**config.mk**
```make
export PLATFORM = sky130hd
export DESIGN_NAME = pong_game_sequencer
export DESIGN_NICKNAME = d
export VERILOG_FILES = /design/src/rtl/pong_pkg.sv /design/src/rtl/pong_edge_sync.sv /design/src/rtl/pong_game_sequencer.sv
export SDC_FILE = /design/constraint.sdc
export NUM_CORES = 1
export LEC_CHECK = 0
export ABC_AREA = 0
export CORE_AREA = 2 2 114 116
export CTS_CLUSTER_SIZE = 10
export DETAILED_ROUTE_END_ITERATION = 8
export DIE_AREA = 0 0 116 118
export PLACE_DENSITY_LB_ADDON = 0.25
export SETUP_SLACK_MARGIN = 0.2
export SYNTH_ARGS = -nofsm -noshare
export SYNTH_HDL_FRONTEND = slang
export SYNTH_SLANG_ARGS = --single-unit
export TNS_END_PERCENT = 100
```
**constraint.sdc**
```tcl
create_clock -name clk -period 4.15 [get_ports clk]
set_input_delay 0.6225 -clock clk [delete_from_list [all_inputs] [get_ports clk]]
set_output_delay 0.6225 -clock clk [all_outputs]
set_load 0.005 [all_outputs]
```
**src/rtl/pong_pkg.sv**
```systemverilog
// Shared definitions for the pong game-flow controller.
//
// Contents:
//   phase_e        - 3-bit game phase encoding (IDLE..OVER), driven out on 'phase'
//   SCREEN_XRES/YRES, ball/paddle/lives defaults used as top-level parameter defaults
//   bcd_digit_t    - one BCD digit
//   bcd_score_t    - two-digit BCD score {tens, ones}
//   bcd_inc_sat()  - BCD increment that saturates at 99
package pong_pkg;

  typedef enum logic [2:0] {
    ST_IDLE  = 3'd0,
    ST_SERVE = 3'd1,
    ST_PLAY  = 3'd2,
    ST_MISS  = 3'd3,
    ST_OVER  = 3'd4
  } phase_e;

  localparam int unsigned SCREEN_XRES     = 640;
  localparam int unsigned SCREEN_YRES     = 480;
  localparam int unsigned BALL_SIZE_DEF   = 8;
  localparam int unsigned BALL_SPEED_DEF  = 2;
  localparam int unsigned PADDLE_X_DEF    = 16;
  localparam int unsigned PADDLE_W_DEF    = 8;
  localparam int unsigned PADDLE_H_DEF    = 64;
  localparam int unsigned LIVES_INIT_DEF  = 3;
  localparam int unsigned MISS_FRAMES_DEF = 60;

  typedef logic [3:0] bcd_digit_t;

  typedef struct packed {
    bcd_digit_t tens;
    bcd_digit_t ones;
  } bcd_score_t;

  function automatic bcd_score_t bcd_inc_sat(input bcd_score_t s);
    bcd_score_t r;
    r = s;
    if (s.tens == 4'd9 && s.ones == 4'd9) begin
      r = s;
    end else if (s.ones == 4'd9) begin
      r.ones = 4'd0;
      r.tens = s.tens + 4'd1;
    end else begin
      r.ones = s.ones + 4'd1;
    end
    return r;
  endfunction

endpackage

```
**src/rtl/pong_edge_sync.sv**
```systemverilog
// Two-flop synchroniser followed by a single-cycle edge detector.
//
// Parameters:
//   RISING - 1: pulse on a low->high input transition (input idles low)
//            0: pulse on a high->low input transition (input idles high)
// Ports:
//   clk   - system clock
//   rst   - synchronous active-high reset; flops return to the idle level
//   din   - asynchronous input
//   pulse - one-cycle pulse, high two clock edges after the input edge
module pong_edge_sync #(
  parameter bit RISING = 1'b1
) (
  input  logic clk,
  input  logic rst,
  input  logic din,
  output logic pulse
);

  localparam logic IDLE_LVL = !RISING;

  logic sync1, sync2, prev;

  always_ff @(posedge clk) begin
    if (rst) begin
      sync1 <= IDLE_LVL;
      sync2 <= IDLE_LVL;
      prev  <= IDLE_LVL;
    end else begin
      sync1 <= din;
      sync2 <= sync1;
      prev  <= sync2;
    end
  end

  // Decoded from two flops only, so the pulse is glitch-free and lasts
  // exactly one cycle.
  always_comb begin
    if (RISING) pulse = sync2 & ~prev;
    else        pulse = ~sync2 & prev;
  end

endmodule

```
**src/rtl/pong_game_sequencer.sv**
```systemverilog
// Game-flow controller for the single-player VGA pong system.
// Sequences IDLE -> SERVE -> PLAY -> MISS -> (SERVE | OVER) -> IDLE, moves the
// ball once per frame, resolves wall/paddle collisions, keeps BCD score and lives.
//
// Ports:
//   clk        - system clock
//   rst        - synchronous active-high reset
//   vsync      - active-low frame sync from the CRT controller
//   serve      - asynchronous serve/start button
//   paddle_y   - paddle top line, used on frame_tick cycles only
//   ball_x     - ball left pixel
//   ball_y     - ball top line
//   score      - {tens, ones} BCD score
//   lives      - remaining lives
//   phase      - current phase encoding (pong_pkg::phase_e)
//   frame_tick - one-cycle pulse per frame (vsync falling edge)
//
// Build option: define PONG_SPEEDUP_EN to make the ball speed up by one pixel
// per frame after every four paddle hits (capped at 4, reset on serve).
module pong_game_sequencer
  import pong_pkg::*;
#(
  parameter int unsigned XRES        = SCREEN_XRES,
  parameter int unsigned YRES        = SCREEN_YRES,
  parameter int unsigned BALL_SIZE   = BALL_SIZE_DEF,
  parameter int unsigned BALL_SPEED  = BALL_SPEED_DEF,
  parameter int unsigned PADDLE_X    = PADDLE_X_DEF,
  parameter int unsigned PADDLE_W    = PADDLE_W_DEF,
  parameter int unsigned PADDLE_H    = PADDLE_H_DEF,
  parameter int unsigned LIVES_INIT  = LIVES_INIT_DEF,
  parameter int unsigned MISS_FRAMES = MISS_FRAMES_DEF
) (
  input  logic       clk,
  input  logic       rst,
  input  logic       vsync,
  input  logic       serve,
  input  logic [9:0] paddle_y,
  output logic [9:0] ball_x,
  output logic [9:0] ball_y,
  output logic [7:0] score,
  output logic [1:0] lives,
  output logic [2:0] phase,
  output logic       frame_tick
);

  localparam logic [9:0]        CENTRE_X   = 10'((XRES - BALL_SIZE) / 2);
  localparam logic [9:0]        CENTRE_Y   = 10'((YRES - BALL_SIZE) / 2);
  localparam logic signed [10:0] X_MAX     = 11'(XRES - BALL_SIZE);
  localparam logic signed [10:0] Y_MAX     = 11'(YRES - BALL_SIZE);
  localparam logic signed [10:0] PAD_EDGE  = 11'(PADDLE_X + PADDLE_W);
  localparam logic signed [10:0] PAD_EDGE1 = 11'(PADDLE_X + PADDLE_W - 1);
  localparam logic [2:0]        SPEED_INIT = 3'(BALL_SPEED);

  // ---------------------------------------------------------------------------
  // Input conditioning
  // ---------------------------------------------------------------------------
  logic tick;
  logic serve_pulse;

  pong_edge_sync #(.RISING(1'b0)) u_vsync_edge (
    .clk   (clk),
    .rst   (rst),
    .din   (vsync),
    .pulse (tick)
  );

  pong_edge_sync #(.RISING(1'b1)) u_serve_edge (
    .clk   (clk),
    .rst   (rst),
    .din   (serve),
    .pulse (serve_pulse)
  );

  // ---------------------------------------------------------------------------
  // State
  // ---------------------------------------------------------------------------
  phase_e     state_q, state_d;
  logic [9:0] bx_q, bx_d;
  logic [9:0] by_q, by_d;
  logic       dx_neg_q, dx_neg_d;
  logic       dy_neg_q, dy_neg_d;
  bcd_score_t score_q, score_d;
  logic [1:0] lives_q, lives_d;
  logic [7:0] miss_cnt_q, miss_cnt_d;
  logic [2:0] step;

`ifdef PONG_SPEEDUP_EN
  logic [2:0] speed_q, speed_d;
  logic [1:0] hits_q, hits_d;
  assign step = speed_q;
`else
  assign step = SPEED_INIT;
`endif

  always_ff @(posedge clk) begin
    if (rst) begin
      state_q    <= ST_IDLE;
      bx_q       <= CENTRE_X;
      by_q       <= CENTRE_Y;
      dx_neg_q   <= 1'b0;
      dy_neg_q   <= 1'b0;
      score_q    <= '0;
      lives_q    <= 2'(LIVES_INIT);
      miss_cnt_q <= '0;
`ifdef PONG_SPEEDUP_EN
      speed_q    <= SPEED_INIT;
      hits_q     <= '0;
`endif
    end else begin
      state_q    <= state_d;
      bx_q       <= bx_d;
      by_q       <= by_d;
      dx_neg_q   <= dx_neg_d;
      dy_neg_q   <= dy_neg_d;
      score_q    <= score_d;
      lives_q    <= lives_d;
      miss_cnt_q <= miss_cnt_d;
`ifdef PONG_SPEEDUP_EN
      speed_q    <= speed_d;
      hits_q     <= hits_d;
`endif
    end
  end

  // ---------------------------------------------------------------------------
  // Motion and collision arithmetic (11-bit signed so that moves past the
  // left/top wall are visible as negative values)
  // ---------------------------------------------------------------------------
  logic signed [10:0] cur_x, cur_y, step_s, nx, ny;
  logic               overlap, hit, miss;

  always_comb begin
    cur_x  = signed'({1'b0, bx_q});
    cur_y  = signed'({1'b0, by_q});
    step_s = signed'({8'd0, step});
    nx     = dx_neg_q ? (cur_x - step_s) : (cur_x + step_s);
    ny     = dy_neg_q ? (cur_y - step_s) : (cur_y + step_s);

    // Vertical overlap uses the pre-move ball_y.
    overlap = (({1'b0, by_q} + 11'(BALL_SIZE)) > {1'b0, paddle_y}) &&
              ({1'b0, by_q} < ({1'b0, paddle_y} + 11'(PADDLE_H)));
    hit     = dx_neg_q && (nx <= PAD_EDGE) && (cur_x > PAD_EDGE1) && overlap;
    miss    = dx_neg_q && (nx < 11'sd0) && !hit;
  end

  // ---------------------------------------------------------------------------
  // Next-state / next-value logic
  // ---------------------------------------------------------------------------
  logic load_centre;

  always_comb begin
    state_d     = state_q;
    bx_d        = bx_q;
    by_d        = by_q;
    dx_neg_d    = dx_neg_q;
    dy_neg_d    = dy_neg_q;
    score_d     = score_q;
    lives_d     = lives_q;
    miss_cnt_d  = miss_cnt_q;
    load_centre = 1'b0;
`ifdef PONG_SPEEDUP_EN
    speed_d     = speed_q;
    hits_d      = hits_q;
`endif

    unique case (state_q)
      ST_IDLE: begin
        if (serve_pulse) begin
          score_d     = '0;
          lives_d     = 2'(LIVES_INIT);
          state_d     = ST_SERVE;
          load_centre = 1'b1;
        end
      end

      ST_SERVE: begin
        // Serve has priority over a coincident frame_tick; no motion here.
        load_centre = 1'b1;
        if (serve_pulse) state_d = ST_PLAY;
      end

      ST_PLAY: begin
        if (tick) begin
          // Vertical walls are independent of the horizontal outcome, so a
          // corner hit reflects on both axes.
          if (ny < 11'sd0) begin
            by_d     = '0;
            dy_neg_d = 1'b0;
          end else if (ny >= Y_MAX) begin
            // Reflect as soon as the ball touches the wall so it never
            // spends a frame parked against it.
            by_d     = Y_MAX[9:0];
            dy_neg_d = 1'b1;
          end else begin
            by_d     = ny[9:0];
          end

          if (hit) begin
            bx_d     = PAD_EDGE[9:0];
            dx_neg_d = 1'b0;
            score_d  = bcd_inc_sat(score_q);
`ifdef PONG_SPEEDUP_EN
            hits_d   = hits_q + 2'd1;
            if (hits_q == 2'd3 && speed_q < 3'd4) speed_d = speed_q + 3'd1;
`endif
          end else if (miss) begin
            bx_d       = '0;
            lives_d    = lives_q - 2'd1;
            miss_cnt_d = 8'(MISS_FRAMES);
            state_d    = ST_MISS;
          end else if (nx >= X_MAX) begin
            bx_d     = X_MAX[9:0];
            dx_neg_d = 1'b1;
          end else begin
            bx_d     = nx[9:0];
          end
        end
      end

      ST_MISS: begin
        if (tick) begin
          // The tick that would bring the count to zero also leaves MISS.
          if (miss_cnt_q <= 8'd1) begin
            miss_cnt_d = '0;
            if (lives_q == 2'd0) begin
              state_d = ST_OVER;
            end else begin
              state_d     = ST_SERVE;
              load_centre = 1'b1;
            end
          end else begin
            miss_cnt_d = miss_cnt_q - 8'd1;
          end
        end
      end

      ST_OVER: begin
        if (serve_pulse) state_d = ST_IDLE;
      end

      default: state_d = ST_IDLE;
    endcase

    if (load_centre) begin
      bx_d     = CENTRE_X;
      by_d     = CENTRE_Y;
      dx_neg_d = 1'b0;
      dy_neg_d = 1'b0;
`ifdef PONG_SPEEDUP_EN
      speed_d  = SPEED_INIT;
`endif
    end
  end

  // ---------------------------------------------------------------------------
  // Outputs
  // ---------------------------------------------------------------------------
  assign ball_x     = bx_q;
  assign ball_y     = by_q;
  assign score      = score_q;
  assign lives      = lives_q;
  assign phase      = state_q;
  assign frame_tick = tick;

endmodule
```
# Word-level counts from Yosys, hierarchy flattened
# Index checks and enable logic that the tools add are counted.
# word_totals
register_bits	49
input_bits	14
output_inout_bits	34
elab_cells	124
# classes
n_addsub	10
order_cmp	9
n_eq_ne	18
mux	45
bitwise	4
reduce_logical	23
# ops
op	n
$mux W8	9
$mux W10	5
$pmux W8 S2	2
$mux W3	9
$ne A2 B2 Y1 const B	12
$add A10 B2 Y11 const B	2
$lt A11 B1 Y1 const B	2
$mux W11	2
$sub A10 B2 Y11 const B	2
$pmux W3 S5	1
$reduce_and A5 Y1	3
$add A10 B4 Y11 const B	1
$add A10 B7 Y11 const B	1
$ge A11 B10 Y1 const B	1
$ge A11 B11 Y1 const B	1
$gt A11 B10 Y1	1
$le A11 B6 Y1 const B	1
$lt A10 B11 Y1	1
$gt A10 B5 Y1 const B	1
$mux W1	9
$add A4 B1 Y4 const B	2
$eq A4 B4 Y1 const B	2
$le A8 B1 Y1 const B	1
$mux W2	4
21 further kinds	34

# Longest topological paths before layout
# Gate-level depths: netlist of run 1.
# depth
word_depth	12
mapped_depth	13
depth_no_buf	12

# Modules after synthesis
# From an unflattened synthesis of run 1, not the netlist that was laid out.
# unflattened
hier_cells	454
hier_area_um2	3641.0
# modules_own_cells
mod	n_inst	cells_each	area_per_inst_um2	seq_area_each_um2
pong_game_sequencer	1	440	3468.3	820.8
pong_edge_sync at u_serve_edge	1	7	87.6	60.1
pong_edge_sync at u_vsync_edge	1	7	85.1	60.1

# Worst setup path after synthesis of run 1
# OpenSTA, ideal clock, no wires.
# synth_timing
kind	flip-flop to flip-flop
from	register dx_neg_q
to	register miss_cnt_q[3]
setup_ns	0.137
t_arrival_ns	2.738
required_ns	4.013
path_slack_ns	1.274
path_stages_with_launch	13
n_path_buf	0
period_less_slack_ns	2.876
path_cell_list	dfxtp_1 ha_1 nand3_1 a21oi_1 o21ai_1 o2bb2ai_1 o21bai_1 a21oi_1 ha_1 o31a_2 o211ai_4 a2111oi_0 o32ai_1
# synth_via
elab_chain_len	9
elab_cells_between_ends	12
cone_classes	2 x order compare; 2 x eq/ne; 1 x mux; 7 x reduce/logical
# synth_rtl
element	line_no	text
start, declared	pong_game_sequencer.sv:80	logic dx_neg_q, dx_neg_d;
start signal, assigned	pong_game_sequencer.sv:113	dx_neg_q <= dx_neg_d;
$mux W11	pong_game_sequencer.sv:136	nx = dx_neg_q ? (cur_x - step_s) : (cur_x + step_s);
$le A11 B6 Y1	pong_game_sequencer.sv:142	hit = dx_neg_q && (nx <= PAD_EDGE) && (cur_x > PAD_EDGE1) && overlap;
$logic_and A1 B1 Y1 (3 in a row)	pong_game_sequencer.sv:142	
$logic_not A1 Y1	pong_game_sequencer.sv:143	miss = dx_neg_q && (nx < 11'sd0) && !hit;
$logic_and A1 B1 Y1	pong_game_sequencer.sv:143	
$ne A2 B2 Y1 (no line)	-	
$reduce_and A5 Y1 (no line) (*)	-	
end signal, assigned	pong_game_sequencer.sv:117	miss_cnt_q <= miss_cnt_d;
end, declared	pong_game_sequencer.sv:84	logic [7:0] miss_cnt_q, miss_cnt_d;
# Mark *: on every way between the ends. The rest lies on a longest branch, timed or not.
# A chain may end at the register's enable or synchronous reset.

# Worst setup path in the final report of run 1
# layout_timing
from	register dx_neg_q
to	register miss_cnt_q[5]
# The elaborated chain is that of the path after synthesis.

==> impl_metrics.toml, run 1 <==
[sta]
relSlewSlack = 0.436
hold_violations = 0
drv_slew = 0
setup_violations = 0
period_share = 0.818
fmax_mhz = 295
final.min_clock_period_ps = 3400
rsz0062_at_grt = "false"
worst_slew_pin_slew_ps = 841
fin_tns_setup_ps = 0
whs_ps = 407
finalClockSkew_ps = 9.02
worst_slack_ps = 755

[critical_path]
path_cells = "ha_1 -> a21oi_1 -> a21oi_1 -> o21ai_1 -> o2bb2ai_1 -> o21bai_1 -> a21oi_1 -> ha_1 -> inv_1 -> a21oi_1 -> o21ai_0 -> o32ai_1"
critPathKind = "flip-flop to flip-flop"
cpMostUsedCell = "a21oi_1"
cp_slowest_stage_delay_ps = 630
critical_path.top_delay_family = "compound AO/OA/AOI/OAI gates"
critical_path_buf_inv_count = 1
cp_data_required_time_ps = 4350
path_max_fanout = 12
crit_arrival_ps = 3600
endpoint_kind = "flip-flop"
critPathLaunchType = "flip-flop"
crit_slowest_cell = "dfxtp_1"

[grt]
antenna_found_initial = 0
grt_pass1_vias = 3229
overflow = 0
grt_use_total = 0.135
grt_max_degree = 32
grt_first_pass_wirelength_um = 15300

[yosys]
ys_seq_area_frac = 0.256
synthArstFlopShare = 0
synth_ff_type = "dfxtp_1"
syn-cell-area_sq_um = 3680
ys_types = 71
synthCells = 454
synth_edf_count = 0
syn_avg_cell_area_sq_um = 8.11
yosysWarningCount = 0
synth_seq_cells = 47

[cts]
post-cts-setup-buffers = 0
ctsHoldBuffers = 0
cts.sinks = 47
clk_path_buf_depth = 2
clockRootBuffer = "clkbuf_16"
cts_max_level = 2
cts_tree = "built"
cts_inserted_buffers = 5
cts.reportedPaths.clkPinSlew_ps = 70
clock_latency_ps = 290
ctsResizeCount = 0

[routing]
drc_errors = 0
routed_wl_um = 9110
wire_per_inst_um = 13.7
dr.pass1.iters = 4
viasPerCell = 5.09
vias = 3395
drt.antenna.violating_nets = 0
first_iter_violations = 248

[final_layout]
n_antenna_cell = 0
multiInputGateArea_sq_um = 2550
final_area_sq_um = 4470
fill_cells = 1323
fin_nets = 552
utilization = 0.360
syn2layout_area_growth_pct = 21.4
seq_area_sq_um = 941
drive_gt1_frac = 0.0727
layout_common_cells = "47 x nor2_1, 47 x dfxtp_1, 45 x clkdlybuf4s50_1, 42 x ha_1, 39 x a21oi_1"

[pwr]
power.leakage_nw = 1.84
power_density_nw_per_um2 = 236
peakVddDrop_mv = 0.137

[floorplanning]
die_y_um = 118
boundaryPins = 48
start_util = 0.297
core_sq_um = 12400
num_rows = 41
fp.dieW_um = 116
dieArea_sq_um = 13700

[place]
placed_area_sq_um = 4300
numPortBuffers = 45
routabilityCongestion = 0.827
hpwl_um = 7080
dp_slack_ps = 574

[status]
status = "finished, final reports clean"

[min_path]
min_path_type = "flip-flop to flip-flop"

[job]
maxCapViolations = 0
-- cell usage after synthesis, types with 7 or more instances --
cell type / count / area, sq um
a21oi_1: 39 / 195
a221o_1: 7 / 70.1
a31oi_1: 8 / 50.1
and3_1: 8 / 50.1
clkbuf_1: 11 / 41.3
dfxtp_1: 47 / 941
ha_1: 42 / 526
inv_1: 30 / 113
nand2_1: 25 / 93.8
nand2b_1: 10 / 62.6
nand3_1: 21 / 105
nor2_1: 47 / 176
nor3_1: 14 / 70.1
o21ai_0: 15 / 75.1
or2_2: 8 / 50.1
xnor2_1: 11 / 96.3
-- final cells by class --
cell class / instances / share of cell area
clock buffer: 6 / 0.0311
inverter: 30 / 0.0252
tap: 172 / 0.0481
clock inverter: 2 / 0.00784
sequential: 47 / 0.210
timing repair buffer: 48 / 0.106
multi-input combinational: 362 / 0.572
-- worst paths after layout --
check	startpoint	end	slack [ps]	cells after the start
worst min-delay path	u_vsync_edge.sync1	u_vsync_edge.sync2	410	1
worst max register to register	dx_neg_q	miss_cnt_q[5]	750	12
worst min register to register	u_vsync_edge.sync1	u_vsync_edge.sync2	410	1
worst max-delay path	dx_neg_q	miss_cnt_q[5]	750	12
-- kinds of logic after synthesis --
kind of cell / after synthesis / share of synthesized area
DFF: 47 / 0.256
xor gates and xnor gates: 17 / 0.0404
and+or+nand+nor: 166 / 0.232
AOI/OAI and AO/OA: 128 / 0.253
other: 1 / 0.00102
adders and majority gates: 44 / 0.154
muxes: 5 / 0.0136
buffers and inverters: 46 / 0.0513
-- state kept, by name, indices dropped and copies added, names as in the netlist, 2 cells and up --
register	cells
ball_x	9
ball_y	9
lives	2
miss_cnt_q	8
phase	3
score	8
-- per-layer routing --
layer  wire length (um)  share of wire  vias to the layer above  GRT usage
met5                  0              0                        -          0
met4                 90         0.0099                        0     0.0350
met3                345          0.038                        6     0.0237
met2               4330           0.48                       54      0.223
met1               4340           0.48                     1595      0.180
li1                   -              -                     1740          -
-- per-stage QoR --
step | total power [mW] | instances
after CTS | 1.06 | 667
after detailed placement | 0.590 | 659
after global placement | 0.587 | 659
final | 1.05 | 667
after floorplan | 0.550 | 455
after global routing | 1.09 | 667
-- where the power goes --
group / total, mW / leakage (nW) / switching, mW / internal (mW)
combinational: 0.113 / 1.38 / 0.0619 / 0.0508
clock: 0.474 / 0.0868 / 0.174 / 0.300
sequential: 0.467 / 0.380 / 0.0101 / 0.457
No activity file was read; power rests on OpenSTA's default activity.
==> run 2: changes to the inputs <==
==> constraint.sdc (replaced) <==
create_clock -name clk -period 3.4 [get_ports clk]
set_input_delay 0.51 -clock clk [delete_from_list [all_inputs] [get_ports clk]]
set_output_delay 0.51 -clock clk [all_outputs]
set_load 0.005 [all_outputs]
==> run 2 against run 1 <==
Setup slack worse by 330 ps. Die area stayed put. Non-clock buffer count is 15 higher. Hold slack hardly changed. Clock-buffer cell count is 2 higher. Routed wire length is 2.9% higher. First-iteration DRC count is 15% lower. Clock skew is 3.4 ps lower. Via count is 1.5% higher. Final area is 3.0% higher. Register-to-register slack worse by 330 ps. Sequential cell count stayed put. Critical endpoint is now miss_cnt_q[3]. Largest power group is now registers.
==> impl_metrics.toml, run 2 (synthesis gave the netlist of run 1 again) <==
[cts]
cts_max_level = 2
cts.sinks = 47
ctsHoldBuffers = 0
clockRootBuffer = "clkbuf_16"
cts_inserted_buffers = 5
clock_latency_ps = 290
cts_tree = "built"
clk_path_buf_depth = 2
cts.reportedPaths.clkPinSlew_ps = 60

[routing]
viasPerCell = 5.05
first_iter_violations = 210
vias = 3446
drc_errors = 0
routed_wl_um = 9380
wire_per_inst_um = 13.8
dr.pass1.iters = 4
drt.antenna.violating_nets = 0

[min_path]
min_path_type = "flip-flop to flip-flop"
whs_path_depth = 1

[final_layout]
layout_common_cells = "47 x nor2_1, 45 x dfxtp_1, 45 x clkdlybuf4s50_1, 41 x ha_1, 38 x a21oi_1"
final_common_cell = "nor2_1"
fin_nets = 567
n_antenna_cell = 0
syn2layout_area_growth_pct = 25.1
fill_cells = 1307
drive_gt1_frac = 0.116

[sta]
fin_tns_setup_ps = 0
fmax_mhz = 336
relSlewSlack = 0.641
drv_slew = 0
period_share = 0.875
whs_ps = 407
setup_violations = 0
final.min_clock_period_ps = 2980
worst_slew_pin_slew_ps = 524
rsz0062_at_grt = "false"
finalClockSkew_ps = 5.62
hold_violations = 0

[floorplanning]
core_sq_um = 12400
dieArea_sq_um = 13700
die_y_um = 118
boundaryPins = 48
fp.dieW_um = 116
start_util = 0.297
num_rows = 41

[critical_path]
cp-endpoint = "miss_cnt_q[3]"
critPathLaunch = "dx_neg_q"
critPathKind = "flip-flop to flip-flop"
critPathLaunchType = "flip-flop"
worst-r2r-cell-count = 12
crit_arrival_ps = 3130
path_max_fanout = 9
endpoint_kind = "flip-flop"
reg2reg_slack_ps = 420
cp_data_required_time_ps = 3560
r2r-start = "dx_neg_q"
reg2reg_to = "miss_cnt_q[3]"

[place]
routabilityCongestion = 0.918
hpwl_um = 7390
numPortBuffers = 45

[grt]
grt_first_pass_wirelength_um = 15800
grt_max_degree = 31
overflow = 0
grt_pass1_vias = 3348
grt_use_total = 0.140
antenna_found_initial = 0

[pwr]
power_density_nw_per_um2 = 266
power.leakage_nw = 1.91
peakVddDrop_mv = 0.206

[job]
maxCapViolations = 0

[status]
status = "finished, final reports clean"
==> run 2: changes by cell type in the layout (fill, tap and decap cells not counted), moves of 2 or more <==
cell / previous run / this run
buf_4: 3 / 18
a2111oi_0: 3 / 1
dfxtp_1: 47 / 45
dfxtp_2: 0 / 2
==> run 2: worst min path at each step <==
stage                       start                 end  slack, ps
4_1_cts        u_vsync_edge.sync1  u_vsync_edge.sync2        410
6_report       u_vsync_edge.sync1  u_vsync_edge.sync2        410
2_1_floorplan  u_vsync_edge.sync1  u_vsync_edge.sync2        390
3_5_place_dp   u_vsync_edge.sync1  u_vsync_edge.sync2        390
3_3_place_gp   u_vsync_edge.sync1  u_vsync_edge.sync2        390
5_1_grt        u_vsync_edge.sync1  u_vsync_edge.sync2        430
==> run 2: per-stage QoR <==
stage          instances  total power [mW]  area [sq um]  setup slack [ps]  utilization
5_1_grt              682              1.28          4600               208        0.371
2_1_floorplan        455             0.671          3680               524            -
4_1_cts              681              1.24          4560               240        0.367
3_3_place_gp         673             0.720          4400               177        0.355
6_report             682              1.23          4600               425        0.371
3_5_place_dp         673             0.723          4400              67.4        0.355
==> run 2: routing by layer <==
metal  vias up  global-route usage  wire length (um)
met5         -                   0                 0
met4         0              0.0424               119
met3        11              0.0201               259
met2        41               0.236              4520
met1      1627               0.184              4480
li1       1767                   -                 -
==> run 2: layout make-up <==
class / count / area, sq um / share of cell area
Multi-Input combinational cell: 362 / 2590 / 0.563
Clock buffer: 8 / 156 / 0.0340
Sequential cell: 47 / 943 / 0.205
Tap cell: 172 / 215 / 0.0467
Timing Repair Buffer: 63 / 586 / 0.127
Inverter: 30 / 113 / 0.0245
==> run 2: timing repair <==
action | 4_1_cts | 5_1_grt
resized for setup | 0 | 12
setup buffers | 0 | 1
hold endpoints to repair | 0 | 0
endpoints found under the setup margin | 0 | 12
==> run 2: report_power, final <==
part | total, mW | switching (mW) | internal, mW | leakage [nW]
Combinational | 0.143 | 0.0781 | 0.0652 | 1.45
Sequential | 0.568 | 0.0105 | 0.558 | 0.381
Clock | 0.515 | 0.201 | 0.313 | 0.0772
Total | 1.23 | 0.290 | 0.936 | 1.91
==> run 2: critical path: stages (launching register included) <==
cell and delay (ps):
dfxtp_2 370, ha_1 380, nand3_1 110, a21oi_1 190
o21ai_1 140, o2bb2ai_1 190, o21bai_1 140, a21oi_1 90
ha_2 370, o31a_2 210, o211ai_4 150, a2111oi_2 390
o32ai_1 110
==> run 3: changes to the inputs <==
--- a/config.mk
+++ b/config.mk
@@ -11,6 +11,7 @@
 export DETAILED_ROUTE_END_ITERATION = 8
 export DIE_AREA = 0 0 116 118
 export PLACE_DENSITY_LB_ADDON = 0.25
+export RECOVER_POWER = 100
 export SETUP_SLACK_MARGIN = 0.2
 export SYNTH_ARGS = -nofsm -noshare
 export SYNTH_HDL_FRONTEND = slang
==> run 3 against run 2 <==
Non-clock buffer count is the same. Via count hardly changed. Clock power is essentially flat. Setup slack worse by 110 ps. Power down 0.35%. Sequential share of layout area increased by 0.19 points. Register-to-register slack worse by 110 ps. Utilization down 0.34 points. Critical endpoint unchanged.
==> impl_metrics.toml, run 3 (synthesis gave the netlist of run 1 again) <==
[grt]
grt-busiest-layer = "met2"
grtUsageMet1 = 0.184
grt_use_total = 0.140
grt_first_pass_wirelength_um = 15800
grt_pass1_vias = 3348
antenna_found_initial = 0
use_met3 = 0.0201
overflow = 0
use_met2 = 0.236
grt_max_degree = 31

[critical_path]
path_max_fanout = 9
critPathKind = "flip-flop to flip-flop"
critPathLaunchType = "flip-flop"
cp_data_required_time_ps = 3520
worst-r2r-cell-count = 12
reg2reg_slack_ps = 310
endpoint_kind = "flip-flop"
crit_arrival_ps = 3210

[sta]
final.min_clock_period_ps = 3090
fin_tns_setup_ps = 0
relSlewSlack = 0.163
drv_slew = 0
setup_violations = 0
hold_violations = 0
whs_ps = 407
period_share = 0.908
rsz0062_at_grt = "false"
finalClockSkew_ps = 4.87
worst_slew_pin_slew_ps = 1260
fmax_mhz = 324

[pwr]
p_int_mw = 0.933
power_density_nw_per_um2 = 268
p_sw_mw = 0.289
peakVddDrop_mv = 0.206
p_comb_frac = 0.114
netSwitchingFraction = 0.237
pwr-share-seq = 0.465
clock_power_share = 0.421
power.leakage_nw = 1.94
p_total_mw = 1.22

[place]
routabilityCongestion = 0.918
numPortBuffers = 45
hpwl_um = 7390

[final_layout]
n_antenna_cell = 0
drive_gt1_frac = 0.100
syn2layout_area_growth_pct = 23.9
utilization = 0.367
fin_nets = 567
seq_area_sq_um = 943
fill_cells = 1318
multiInputGateArea_sq_um = 2580
layout_common_cells = "47 x nor2_1, 45 x dfxtp_1, 41 x ha_1, 38 x a21oi_1, 30 x inv_1"
final_common_cell = "nor2_1"

[status]
status = "finished, final reports clean"

[routing]
wire_per_inst_um = 13.7
dr.pass1.iters = 4
vias = 3448
drc_errors = 0
drt.antenna.violating_nets = 0
routed_wl_um = 9380
first_iter_violations = 208
viasPerCell = 5.06

[min_path]
whs_path_depth = 1
min_path_type = "flip-flop to flip-flop"

[floorplanning]
core_sq_um = 12400
boundaryPins = 48
die_y_um = 118
num_rows = 41
dieArea_sq_um = 13700
fp.dieW_um = 116
start_util = 0.297

[cts]
clockRootBuffer = "clkbuf_16"
clock_latency_ps = 290
cts.reportedPaths.clkPinSlew_ps = 60
cts.sinks = 47
cts_tree = "built"
clk_path_buf_depth = 2
cts_inserted_buffers = 5
cts_max_level = 2

[job]
maxCapViolations = 0
run 3: changes by cell type in the layout (fill, tap and decap cells not counted):
cell,previous run,this run
o211ai_2,0,1
clkbuf_2,0,1
clkdlybuf4s50_1,45,18
a2111oi_0,1,2
and2_1,2,1
and2_0,0,1
buf_4,18,9
clkbuf_1,1,9
dlygate4sd3_1,0,27
a2111oi_1,1,0
o211ai_4,1,0
run 3: per-stage QoR:
step	instances	setup slack, ps	instance area, sq um
final	682	312	4560
after global routing	682	107	4560
after CTS	681	240	4560
after detailed placement	673	67.4	4400
after global placement	673	177	4400
after floorplan	455	524	3680
run 3: routing by layer:
layer	vias to the layer above	share of wire
li1	1771	-
met1	1621	0.48
met2	43	0.48
met3	13	0.028
met4	0	0.015
met5	-	0
run 3: final timing paths:
| path | startpoint | end |
|---|---|---|
| min reg2reg | u_vsync_edge.sync1 | u_vsync_edge.sync2 |
| max | dx_neg_q | miss_cnt_q[3] |
| min | u_vsync_edge.sync1 | u_vsync_edge.sync2 |
| max reg2reg | dx_neg_q | miss_cnt_q[3] |
run 3: final cells by class:
cell class,count,share of cell area
Tap cell,172,0.0472
Multi-Input combinational cell,362,0.566
Clock buffer,8,0.0343
Sequential cell,47,0.207
Timing Repair Buffer,63,0.121
Inverter,30,0.0247
run 3: power by group through the flow:
stage	Sequential (mW)	Clock [mW]	Combinational [mW]
after global placement	0.581	0	0.140
after CTS	0.568	0.530	0.143
final	0.568	0.514	0.139
after floorplan	0.576	0	0.0949
after global routing	0.570	0.549	0.159
after detailed placement	0.581	0	0.142
run 3: timing repair:
action,in CTS,in global routing
setup buffers,0,1
endpoints found under the setup margin,0,12
hold buffers,0,0
gates resized for setup,0,12
run 3: critical path: stages (launching register included):
cell       delay [ps]
dfxtp_2           370
ha_1              380
nand3_1           110
a21oi_1           190
o21ai_1           140
o2bb2ai_1         190
o21bai_1          140
a21oi_1            90
ha_2              370
o31a_2            200
o211ai_2          210
a2111oi_2         420
o32ai_1           110
